`src/rtl/sata_oob_ctrl_if.sv`:
```
// Signal bundle between the SATA OOB sequencer and the GTH wrapper / link layer.
// The master modport is the sequencer's view; the slave modport is the GTH/link side.
interface sata_oob_ctrl_if;
    logic        tx_reset_done;
    logic        rx_reset_done;
    logic        rx_cominit_det;
    logic        rx_comwake_det;
    logic        RXELECIDLE0;
    logic [31:0] RXDATA;
    logic [3:0]  RXCHARISK0;
    logic        RXBYTEISALIGNED0;
    logic [31:0] user_txdata;
    logic        user_txcharisk;
    logic        tx_cominit;
    logic        tx_comwake;
    logic        TXELECIDLE;
    logic [31:0] TXDATA;
    logic        TXCHARISK;
    logic        rx_start;
    logic        link_up;
    logic [3:0]  oob_state;

    modport master (
        input  tx_reset_done, rx_reset_done, rx_cominit_det, rx_comwake_det,
               RXELECIDLE0, RXDATA, RXCHARISK0, RXBYTEISALIGNED0,
               user_txdata, user_txcharisk,
        output tx_cominit, tx_comwake, TXELECIDLE, TXDATA, TXCHARISK,
               rx_start, link_up, oob_state
    );

    modport slave (
        output tx_reset_done, rx_reset_done, rx_cominit_det, rx_comwake_det,
               RXELECIDLE0, RXDATA, RXCHARISK0, RXBYTEISALIGNED0,
               user_txdata, user_txcharisk,
        input  tx_cominit, tx_comwake, TXELECIDLE, TXDATA, TXCHARISK,
               rx_start, link_up, oob_state
    );
endinterface

```
`src/rtl/sata_oob_ctrl.sv`:
```
// Host-side SATA OOB / link-init sequencer: COMRESET/COMWAKE, D10.2/ALIGN handshake, then link-layer TX.
// Optional SATA_OOB_IDLE_LINKDOWN_EN: 16 consecutive RX electrical-idle cycles in LINK_UP force a COMRESET.
module sata_oob_ctrl #(
    parameter int unsigned RETRY_CYCLES  = 1500000,
    parameter int unsigned ALIGN_TIMEOUT = 131072,
    parameter int unsigned NONALIGN_CNT  = 3
) (
    input  logic            logic_clk,
    input  logic            gth_reset,
    sata_oob_ctrl_if.master bus
);
    localparam logic [31:0] ALIGN_PRIM  = 32'h7B4A4ABC;
    localparam logic [3:0]  ALIGN_KMASK = 4'b0001;
    localparam logic [31:0] D102_PRIM   = 32'h4A4A4A4A;

    localparam int unsigned TIMER_MAX = (RETRY_CYCLES > ALIGN_TIMEOUT) ? RETRY_CYCLES : ALIGN_TIMEOUT;
    localparam int unsigned TIMER_W   = $clog2(TIMER_MAX + 1);
    localparam int unsigned CNT_W     = $clog2(NONALIGN_CNT + 1);

    localparam logic [TIMER_W-1:0] RETRY_LAST   = TIMER_W'(RETRY_CYCLES - 1);
    localparam logic [TIMER_W-1:0] ALIGN_LAST   = TIMER_W'(ALIGN_TIMEOUT - 1);
    localparam logic [TIMER_W-1:0] TIMER_SAT    = {TIMER_W{1'b1}};
    localparam logic [CNT_W-1:0]   NONALIGN_TGT = CNT_W'(NONALIGN_CNT);

    typedef enum logic [3:0] {
        ST_IDLE         = 4'd0,
        ST_COMRESET     = 4'd1,
        ST_WAIT_COMINIT = 4'd2,
        ST_COMWAKE      = 4'd3,
        ST_WAIT_COMWAKE = 4'd4,
        ST_WAIT_NOIDLE  = 4'd5,
        ST_SEND_D102    = 4'd6,
        ST_SEND_ALIGN   = 4'd7,
        ST_LINK_UP      = 4'd8
    } oob_state_t;

    oob_state_t         state_r;
    oob_state_t         state_s;
    logic [TIMER_W-1:0] timer_r;
    logic [CNT_W-1:0]   nonalign_r;
    logic [CNT_W-1:0]   nonalign_s;

    logic resets_done_s;
    logic post_cominit_s;
    logic align_rx_s;
    logic nonalign_word_s;
    logic retry_expired_s;
    logic align_expired_s;
    logic idle_hit_s;

    logic        tx_cominit_s, tx_comwake_s, txelecidle_s, txcharisk_s, rx_start_s, link_up_s;
    logic [31:0] txdata_s;
    logic        tx_cominit_r, tx_comwake_r, txelecidle_r, txcharisk_r, rx_start_r, link_up_r;
    logic [31:0] txdata_r;
    logic [3:0]  oob_state_r;

    assign resets_done_s   = bus.tx_reset_done & bus.rx_reset_done;
    // States from COMWAKE onward abandon the handshake when the device re-issues COMINIT
    assign post_cominit_s  = (state_r != ST_IDLE) && (state_r != ST_COMRESET) &&
                             (state_r != ST_WAIT_COMINIT);
    assign align_rx_s      = (bus.RXDATA == ALIGN_PRIM) && (bus.RXCHARISK0 == ALIGN_KMASK) &&
                             bus.RXBYTEISALIGNED0;
    assign nonalign_word_s = bus.RXCHARISK0[0] && (bus.RXDATA != ALIGN_PRIM);
    assign retry_expired_s = (timer_r == RETRY_LAST);
    assign align_expired_s = (timer_r == ALIGN_LAST);

    // Run length of consecutive non-ALIGN primitives seen while sending ALIGN
    always_comb begin
        nonalign_s = {CNT_W{1'b0}};
        if ((state_r == ST_SEND_ALIGN) && nonalign_word_s) begin
            nonalign_s = nonalign_r + CNT_W'(1'b1);
        end else begin
            nonalign_s = {CNT_W{1'b0}};
        end
    end

`ifdef SATA_OOB_IDLE_LINKDOWN_EN
    localparam logic [4:0] IDLE_LIMIT = 5'd16;
    logic [4:0] idle_r;
    logic [4:0] idle_s;

    // Run length of RX electrical idle while the link is up
    always_comb begin
        idle_s = 5'd0;
        if ((state_r == ST_LINK_UP) && bus.RXELECIDLE0) begin
            idle_s = idle_r + 5'd1;
        end else begin
            idle_s = 5'd0;
        end
    end

    assign idle_hit_s = (idle_s == IDLE_LIMIT);

    // Idle run-length register
    always_ff @(posedge logic_clk) begin
        if (gth_reset) begin
            idle_r <= 5'd0;
        end else if (state_s != state_r) begin
            idle_r <= 5'd0;
        end else begin
            idle_r <= idle_s;
        end
    end
`else
    assign idle_hit_s = 1'b0;
`endif

    // Next-state logic; detect events are tested ahead of timeouts
    always_comb begin
        state_s = state_r;
        if (!resets_done_s) begin
            state_s = ST_IDLE;
        end else if (bus.rx_cominit_det && post_cominit_s) begin
            state_s = ST_COMRESET;
        end else begin
            case (state_r)
                ST_IDLE:         state_s = ST_COMRESET;
                ST_COMRESET:     state_s = ST_WAIT_COMINIT;
                ST_WAIT_COMINIT: begin
                    if (bus.rx_cominit_det)   state_s = ST_COMWAKE;
                    else if (retry_expired_s) state_s = ST_COMRESET;
                    else                      state_s = ST_WAIT_COMINIT;
                end
                ST_COMWAKE:      state_s = ST_WAIT_COMWAKE;
                ST_WAIT_COMWAKE: begin
                    if (bus.rx_comwake_det)   state_s = ST_WAIT_NOIDLE;
                    else if (retry_expired_s) state_s = ST_COMRESET;
                    else                      state_s = ST_WAIT_COMWAKE;
                end
                ST_WAIT_NOIDLE: begin
                    if (!bus.RXELECIDLE0) state_s = ST_SEND_D102;
                    else                  state_s = ST_WAIT_NOIDLE;
                end
                ST_SEND_D102: begin
                    if (align_rx_s)           state_s = ST_SEND_ALIGN;
                    else if (align_expired_s) state_s = ST_COMRESET;
                    else                      state_s = ST_SEND_D102;
                end
                ST_SEND_ALIGN: begin
                    if (nonalign_s == NONALIGN_TGT) state_s = ST_LINK_UP;
                    else if (align_expired_s)       state_s = ST_COMRESET;
                    else                            state_s = ST_SEND_ALIGN;
                end
                ST_LINK_UP: begin
                    if (idle_hit_s) state_s = ST_COMRESET;
                    else            state_s = ST_LINK_UP;
                end
                default:         state_s = ST_IDLE;
            endcase
        end
    end

    // State register, dwell timer (cleared on change, saturating) and non-ALIGN run counter
    always_ff @(posedge logic_clk) begin
        if (gth_reset) begin
            state_r    <= ST_IDLE;
            timer_r    <= {TIMER_W{1'b0}};
            nonalign_r <= {CNT_W{1'b0}};
        end else if (state_s != state_r) begin
            state_r    <= state_s;
            timer_r    <= {TIMER_W{1'b0}};
            nonalign_r <= {CNT_W{1'b0}};
        end else begin
            state_r    <= state_r;
            timer_r    <= (timer_r == TIMER_SAT) ? timer_r : timer_r + TIMER_W'(1'b1);
            nonalign_r <= nonalign_s;
        end
    end

    // Output decode from the current state; registered below so outputs trail the state by one cycle
    always_comb begin
        tx_cominit_s = 1'b0;
        tx_comwake_s = 1'b0;
        txelecidle_s = 1'b1;
        txdata_s     = 32'h0000_0000;
        txcharisk_s  = 1'b0;
        rx_start_s   = 1'b0;
        link_up_s    = 1'b0;
        case (state_r)
            ST_COMRESET: tx_cominit_s = 1'b1;
            ST_COMWAKE:  tx_comwake_s = 1'b1;
            ST_SEND_D102: begin
                txelecidle_s = 1'b0;
                txdata_s     = D102_PRIM;
            end
            ST_SEND_ALIGN: begin
                txelecidle_s = 1'b0;
                txdata_s     = ALIGN_PRIM;
                txcharisk_s  = ALIGN_KMASK[0];
                rx_start_s   = 1'b1;
            end
            ST_LINK_UP: begin
                txelecidle_s = 1'b0;
                txdata_s     = bus.user_txdata;
                txcharisk_s  = bus.user_txcharisk;
                rx_start_s   = 1'b1;
                link_up_s    = 1'b1;
            end
            default:     txelecidle_s = 1'b1;
        endcase
    end

    // Output registers
    always_ff @(posedge logic_clk) begin
        if (gth_reset) begin
            tx_cominit_r <= 1'b0;
            tx_comwake_r <= 1'b0;
            txelecidle_r <= 1'b1;
            txdata_r     <= 32'h0000_0000;
            txcharisk_r  <= 1'b0;
            rx_start_r   <= 1'b0;
            link_up_r    <= 1'b0;
            oob_state_r  <= 4'd0;
        end else begin
            tx_cominit_r <= tx_cominit_s;
            tx_comwake_r <= tx_comwake_s;
            txelecidle_r <= txelecidle_s;
            txdata_r     <= txdata_s;
            txcharisk_r  <= txcharisk_s;
            rx_start_r   <= rx_start_s;
            link_up_r    <= link_up_s;
            oob_state_r  <= state_r;
        end
    end

    assign bus.tx_cominit = tx_cominit_r;
    assign bus.tx_comwake = tx_comwake_r;
    assign bus.TXELECIDLE = txelecidle_r;
    assign bus.TXDATA     = txdata_r;
    assign bus.TXCHARISK  = txcharisk_r;
    assign bus.rx_start   = rx_start_r;
    assign bus.link_up    = link_up_r;
    assign bus.oob_state  = oob_state_r;
endmodule
```
`src/flat_wrapper.sv`:
```
// flat-port wrapper written by rule: the top's interface ports become plain ports
module sata_oob_ctrl_flat 
#(
    parameter int unsigned RETRY_CYCLES  = 1500000,
    parameter int unsigned ALIGN_TIMEOUT = 131072,
    parameter int unsigned NONALIGN_CNT  = 3
)
  (logic_clk, gth_reset, bus_tx_reset_done, bus_rx_reset_done, bus_rx_cominit_det, bus_rx_comwake_det, bus_RXELECIDLE0, bus_RXDATA, bus_RXCHARISK0, bus_RXBYTEISALIGNED0, bus_user_txdata, bus_user_txcharisk, bus_tx_cominit, bus_tx_comwake, bus_TXELECIDLE, bus_TXDATA, bus_TXCHARISK, bus_rx_start, bus_link_up, bus_oob_state);
  sata_oob_ctrl_if bus_i ();
  input  logic logic_clk;
  input  logic gth_reset;
  input wire logic [$bits(bus_i.tx_reset_done)-1:0] bus_tx_reset_done;
  input wire logic [$bits(bus_i.rx_reset_done)-1:0] bus_rx_reset_done;
  input wire logic [$bits(bus_i.rx_cominit_det)-1:0] bus_rx_cominit_det;
  input wire logic [$bits(bus_i.rx_comwake_det)-1:0] bus_rx_comwake_det;
  input wire logic [$bits(bus_i.RXELECIDLE0)-1:0] bus_RXELECIDLE0;
  input wire logic [$bits(bus_i.RXDATA)-1:0] bus_RXDATA;
  input wire logic [$bits(bus_i.RXCHARISK0)-1:0] bus_RXCHARISK0;
  input wire logic [$bits(bus_i.RXBYTEISALIGNED0)-1:0] bus_RXBYTEISALIGNED0;
  input wire logic [$bits(bus_i.user_txdata)-1:0] bus_user_txdata;
  input wire logic [$bits(bus_i.user_txcharisk)-1:0] bus_user_txcharisk;
  output wire logic [$bits(bus_i.tx_cominit)-1:0] bus_tx_cominit;
  output wire logic [$bits(bus_i.tx_comwake)-1:0] bus_tx_comwake;
  output wire logic [$bits(bus_i.TXELECIDLE)-1:0] bus_TXELECIDLE;
  output wire logic [$bits(bus_i.TXDATA)-1:0] bus_TXDATA;
  output wire logic [$bits(bus_i.TXCHARISK)-1:0] bus_TXCHARISK;
  output wire logic [$bits(bus_i.rx_start)-1:0] bus_rx_start;
  output wire logic [$bits(bus_i.link_up)-1:0] bus_link_up;
  output wire logic [$bits(bus_i.oob_state)-1:0] bus_oob_state;
  assign bus_i.tx_reset_done = bus_tx_reset_done;
  assign bus_i.rx_reset_done = bus_rx_reset_done;
  assign bus_i.rx_cominit_det = bus_rx_cominit_det;
  assign bus_i.rx_comwake_det = bus_rx_comwake_det;
  assign bus_i.RXELECIDLE0 = bus_RXELECIDLE0;
  assign bus_i.RXDATA = bus_RXDATA;
  assign bus_i.RXCHARISK0 = bus_RXCHARISK0;
  assign bus_i.RXBYTEISALIGNED0 = bus_RXBYTEISALIGNED0;
  assign bus_i.user_txdata = bus_user_txdata;
  assign bus_i.user_txcharisk = bus_user_txcharisk;
  assign bus_tx_cominit = bus_i.tx_cominit;
  assign bus_tx_comwake = bus_i.tx_comwake;
  assign bus_TXELECIDLE = bus_i.TXELECIDLE;
  assign bus_TXDATA = bus_i.TXDATA;
  assign bus_TXCHARISK = bus_i.TXCHARISK;
  assign bus_rx_start = bus_i.rx_start;
  assign bus_link_up = bus_i.link_up;
  assign bus_oob_state = bus_i.oob_state;
  sata_oob_ctrl #(.RETRY_CYCLES(RETRY_CYCLES), .ALIGN_TIMEOUT(ALIGN_TIMEOUT), .NONALIGN_CNT(NONALIGN_CNT)) u_core (.logic_clk(logic_clk), .gth_reset(gth_reset), .bus(bus_i));
endmodule
```
`config.mk`:
```
export PLATFORM = sky130hd
export DESIGN_NAME = sata_oob_ctrl_flat
export DESIGN_NICKNAME = d
export VERILOG_FILES = /design/src/rtl/sata_oob_ctrl_if.sv /design/src/rtl/sata_oob_ctrl.sv /design/src/flat_wrapper.sv
export SDC_FILE = /design/constraint.sdc
export NUM_CORES = 1
export LEC_CHECK = 0
export ABC_AREA = 1
export CAP_MARGIN = 25
export CORE_UTILIZATION = 50
export DETAILED_ROUTE_END_ITERATION = 10
export DONT_BUFFER_PORTS = 1
export PLACE_DENSITY = 0.65
export SLEW_MARGIN = 20
export SYNTH_ARGS = -nofsm -noshare
export SYNTH_HDL_FRONTEND = slang
export SYNTH_SLANG_ARGS = --single-unit
```
`constraint.sdc`:
```
create_clock -name logic_clk -period 2.2 [get_ports logic_clk]
set_input_delay 0.44 -clock logic_clk [delete_from_list [all_inputs] [get_ports logic_clk]]
set_output_delay 0.44 -clock logic_clk [all_outputs]
set_load 0.03 [all_outputs]
```
* Word level (Yosys, flattened, before mapping)
Index checks and enable logic that the tools add are counted.
** Storage, ports and cells
- Register bits :: 69
- Bits of input ports :: 77
- Output and inout bits :: 42
- Logic and storage cells :: 64
** Cells by class
- Add/sub/neg operators :: 2
- Equality and inequality tests :: 18
- Mux-type cells :: 20
- Bitwise operators :: 1
- Reduce and logical (&&, ||, !) cells :: 12
** Operators with widths (number)
- 32-bit one-hot mux with 3 select lines :: 1
- 21-bit == test (second input constant) :: 2
- 4-bit one-hot mux with 9 select lines :: 1
- 32-bit by 31-bit == test with 1-bit output (second input constant) :: 1
- 32-bit by 31-bit != test with 1-bit output (second input constant) :: 1
- 4-bit two-way mux :: 6
- 21-bit by 1-bit adder with 21-bit output (second input constant) :: 1
- 21-bit by 17-bit == test with 1-bit output (second input constant) :: 1
- 4-bit by 3-bit == test with 1-bit output (second input constant) :: 4
- 3-bit two-way mux :: 3
- 4-bit by 1-bit == test with 1-bit output (second input constant) :: 2
- 4-bit by 2-bit == test with 1-bit output (second input constant) :: 2
- 1-bit logical AND :: 7
- 2-bit two-way mux :: 3
- 1-bit two-way mux :: 5
- 4-bit == test (second input constant) :: 1
- 4-bit logical NOT :: 1
- 4-bit by 1-bit != test with 1-bit output (second input constant) :: 1
- 4-bit by 2-bit != test with 1-bit output (second input constant) :: 1
- 4-bit != test :: 1
- 4-bit nonzero test :: 1
- 2-bit OR reduction :: 2
- 3-bit OR reduction :: 1
- 2-bit by 1-bit adder with 2-bit output (second input constant) :: 1
- 3 further kinds :: 3

* Logic depth before layout (Yosys ltp)
- Depth after elaboration :: 11
- Mapped depth :: 17
- Depth with buffers taken out :: 16

* Worst setup path after synthesis
OpenSTA, ideal clock, no wires.
- Path type :: flip-flop to flip-flop
- From :: reg u_core.timer_r[0]
- To :: reg u_core.timer_r[17]
- Library setup time :: 0.062 ns
- Arrival time :: 1.807 ns
- Required time :: 2.138 ns
- Path slack :: 0.331 ns
- Cell stages (with the launch flop) :: 15
- Buffers on the path :: 1
- Clock period less this slack :: 1.869 ns
- Path through :: dfxtp_1 -> ha_1 -> nand2_2 -> nor2_4 -> nand3_2 -> nor2_4 -> nand3_1 -> a21oi_1 -> nand3_1 -> nand3_1 -> nand3_1 -> nor2_2 -> nand3_2 -> buf_6 -> nor2_2
** Between the ends
- Longest elaborated chain between the ends :: 8
- Elaborated cells on any way between the ends :: 17
- Classes of those cells :: 1 x add/sub; 4 x eq/ne; 11 x mux; 1 x reduce/logical
** RTL lines
- start: declaration :: line sata_oob_ctrl.sv:39 : logic [TIMER_W-1:0] timer_r;
- start signal: assignment :: line sata_oob_ctrl.sv:157 : timer_r <= {TIMER_W{1'b0}};
- start signal: assignment :: line sata_oob_ctrl.sv:161 : timer_r <= {TIMER_W{1'b0}};
- start signal: assignment :: line sata_oob_ctrl.sv:165 : timer_r <= (timer_r == TIMER_SAT) ? timer_r : timer_r + TIMER_W'(1'b1);
- 21-bit by 17-bit == test with 1-bit output / 21-bit == test (equally long branches) :: line sata_oob_ctrl.sv:65, sata_oob_ctrl.sv:64
- 3-bit two-way mux (tied with other cells) :: line sata_oob_ctrl.sv:136 : else if (align_expired_s) state_s = ST_COMRESET;
- 4-bit two-way mux, on equally long branches
- 4-bit one-hot mux with 9 select lines :: line sata_oob_ctrl.sv:116 : case (state_r)
- 4-bit two-way mux :: line sata_oob_ctrl.sv:113 : end else if (bus.rx_cominit_det && post_cominit_s) begin
- 4-bit two-way mux :: line sata_oob_ctrl.sv:111 : if (!resets_done_s) begin
- 4-bit != test :: line sata_oob_ctrl.sv:159 : end else if (state_s != state_r) begin
- 2-bit OR reduction (no line)
Parallel ways exist; a longest one is shown, timed or not.
A chain may end at the register's enable or synchronous reset.

* Worst setup path after layout
- From :: reg u_core.timer_r[0]
- To :: reg u_core.timer_r[15]
The elaborated chain is that of the path after synthesis.

==> results.cfg <==
[status]
status = finished, final reports clean

[job]
max_cap_viol_count = 0

[sta]
rsz0062_at_grt = no
timing.final.crit_share = 0.903
setup_viol = 0
hold_violations = 0
slew_viol_final = 0
clock.fmax_ghz = 0.504
layout_min_cycle_time_ps = 1990
timing.hold.ws_ps = 158
finalWorstSetupSlack_ps = 214
finalClockSkew_ps = 8.69
max_slew_margin = 0.582
setup_tns_ps = 0
tightest_slew_ps = 623

[global_route]
grtUsageTotal = 0.199
grt_pass1_vias = 2341
overflow = 0
grt_max_degree = 27
antenna_found_initial = 0
grt_first_pass_wirelength_microns = 9900

[worst_setup_path]
cp.arrival_ps = 2270
worstSetupPathType = reg -> reg
cp_max_fo = 21
critPathRequiredTime_ps = 2480
end_kind = register
start_kind = register

[clocking]
clockBufferDepth = 2
cts.sink_count = 69
cts_tree = built
insertion_delay_ps = 340
numCtsBuffers = 9
clk_pin_slew_ps = 80
cts_setup_buffers = 0
htree_levels = 3
ctsRootBufferMaster = clkbuf_8

[final_layout]
post-route-util = 0.583
antennaDiodeCount = 0
final_area_sq_um = 3540
area.growth.synth_to_final_pct = 10.4
nets = 539
fin_cells = 541
drive_above_1_share = 0.165

[place]
pre_cts_ws_ps = 111
gp_congestion = 0.858
io_buffer_count = 0
post-place-cells = 525
place_area_sq_um = 3290
hpwl_microns = 4920

[logic_synthesis]
synth_largest_area_cell = dfxtp_1
synth.area.top_cells = dfxtp_1, nand2_1, nor2_1, inv_1, xor2_1
yosysWarnings = 0
synthDistinctLibCells = 29
yosysSeqAreaShare = 0.431
synth_seq_cells = 69
synth_nets = 530
synthCells = 452
ys.flop_type = dfxtp_1
synth.most_common_cell = nand2_1
postSynthAreaPerCell_sq_um = 7.08
async_reset_ff_frac = 0
synth_common_cells = nand2_1, nor2_1, dfxtp_1
synth_edf_count = 0
yosysTopAreaCellShare = 0.431
syn_area_sq_um = 3200

[floorplan]
dieWidth_microns = 82.0
initial_core_util = 0.528
coreArea_sq_um = 6060
die_area_sq_um = 6730
io_pins = 119
die_h_microns = 82.0
rows = 28

[routing]
drt_wl_total_microns = 6440
drtAntennaViolNets = 0
vias_per_cell = 4.86
first_iter_violations = 91
routed-wl-met2_microns = 2860
wire_per_inst_microns = 11.9
firstDrtPassIters = 4
drcViolationCount = 0
wl_met3_microns = 499
vias = 2629
wl_met1_microns = 2950
dr.max_layer_used = met4

[hold_path]
hp-class = in -> reg

[power_and_ir_drop]
power_mw = 2.42
p_leak_nw = 1.49
peakVddDrop_mv = 0.533
p_per_area_nw_per_um2 = 683
[where the power goes]
part	internal (mW)	switching (mW)	leakage [nW]
clock network	0.562	0.489	0.103
logic	0.0384	0.0624	0.827
registers	1.25	0.00907	0.559
[worst max-delay path, stage by stage (launching register included)]
cell	delay (ps)
dfxtp_4	370
ha_4	150
nand2_2	70
nor2_4	130
nand3_2	100
nor2_4	100
nand3_1	70
a21oi_1	140
nand3_1	120
nand3_1	80
nand3_1	80
nor2_2	120
nand3_2	100
buf_12	180
nor2_2	120
[logic make-up after synthesis]
logic type,after synthesis,share of synthesized area
compound gates,18,0.0289
xor+xnor,21,0.0574
fa+ha+maj,1,0.00391
buf+inv,67,0.0875
flops,69,0.431
simple gates,276,0.391
[final cells by class]
class,count,area (sq um)
inverter,60,225
fill,606,2520
sequential,69,1390
multi-input combinational,316,1570
clock inverter,6,68.8
timing repair buffer,5,50.0
clock buffer,10,138
tap,75,93.8
[path summary, 6_finish.rpt]
kind	start	end	slack (ps)	depth (start not counted)
setup / recovery	u_core.timer_r[0]	u_core.timer_r[15]	210	14
hold / removal	gth_reset	u_core.state_r[2]	160	1
setup reg to reg	u_core.timer_r[0]	u_core.timer_r[15]	210	14
hold reg to reg	u_core.nonalign_r[0]	u_core.nonalign_r[0]	460	1
[sequential cells by signal, indices dropped and copies added (netlist names)]
name and count:
u_core.state_r 4, u_core.bus.TXCHARISK 1, u_core.bus.TXDATA 32, u_core.timer_r 21, u_core.bus.rx_start 1, u_core.bus.link_up 1, u_core.bus.tx_comwake 1, u_core.bus.tx_cominit 1
u_core.nonalign_r 2, u_core.bus.TXELECIDLE 1, u_core.bus.oob_state 4
[timing repair]
| item | CTS | global route |
|---|---|---|
| hold endpoints to repair | 0 | 0 |
| hold buffers | 0 | 0 |
| gates resized for setup | 0 | 12 |
| setup endpoints to repair | 0 | 22 |
[cells in the final DEF (no fill, tap or decap), drive strengths merged]
master    count
nand4         7
o211ai        1
clkbuf       10
inv          61
and3          2
nand3b        1
ha            1
nor4          2
xnor2         2
dfxtp        69
bufinv        1
or2           1
clkinvlp      1
xor2         19
clkinv        3
nor2        110
nand3        25
o21ai         5
a21oi        12
nor3          8
buf           5
nand2       120
[metal layers]
layer,up-vias,track usage
li1,1393,-
met1,1131,0.229
met2,95,0.326
met3,10,0.0700
met4,0,0.0965
met5,-,0
(Power assumes the default switching activity.)
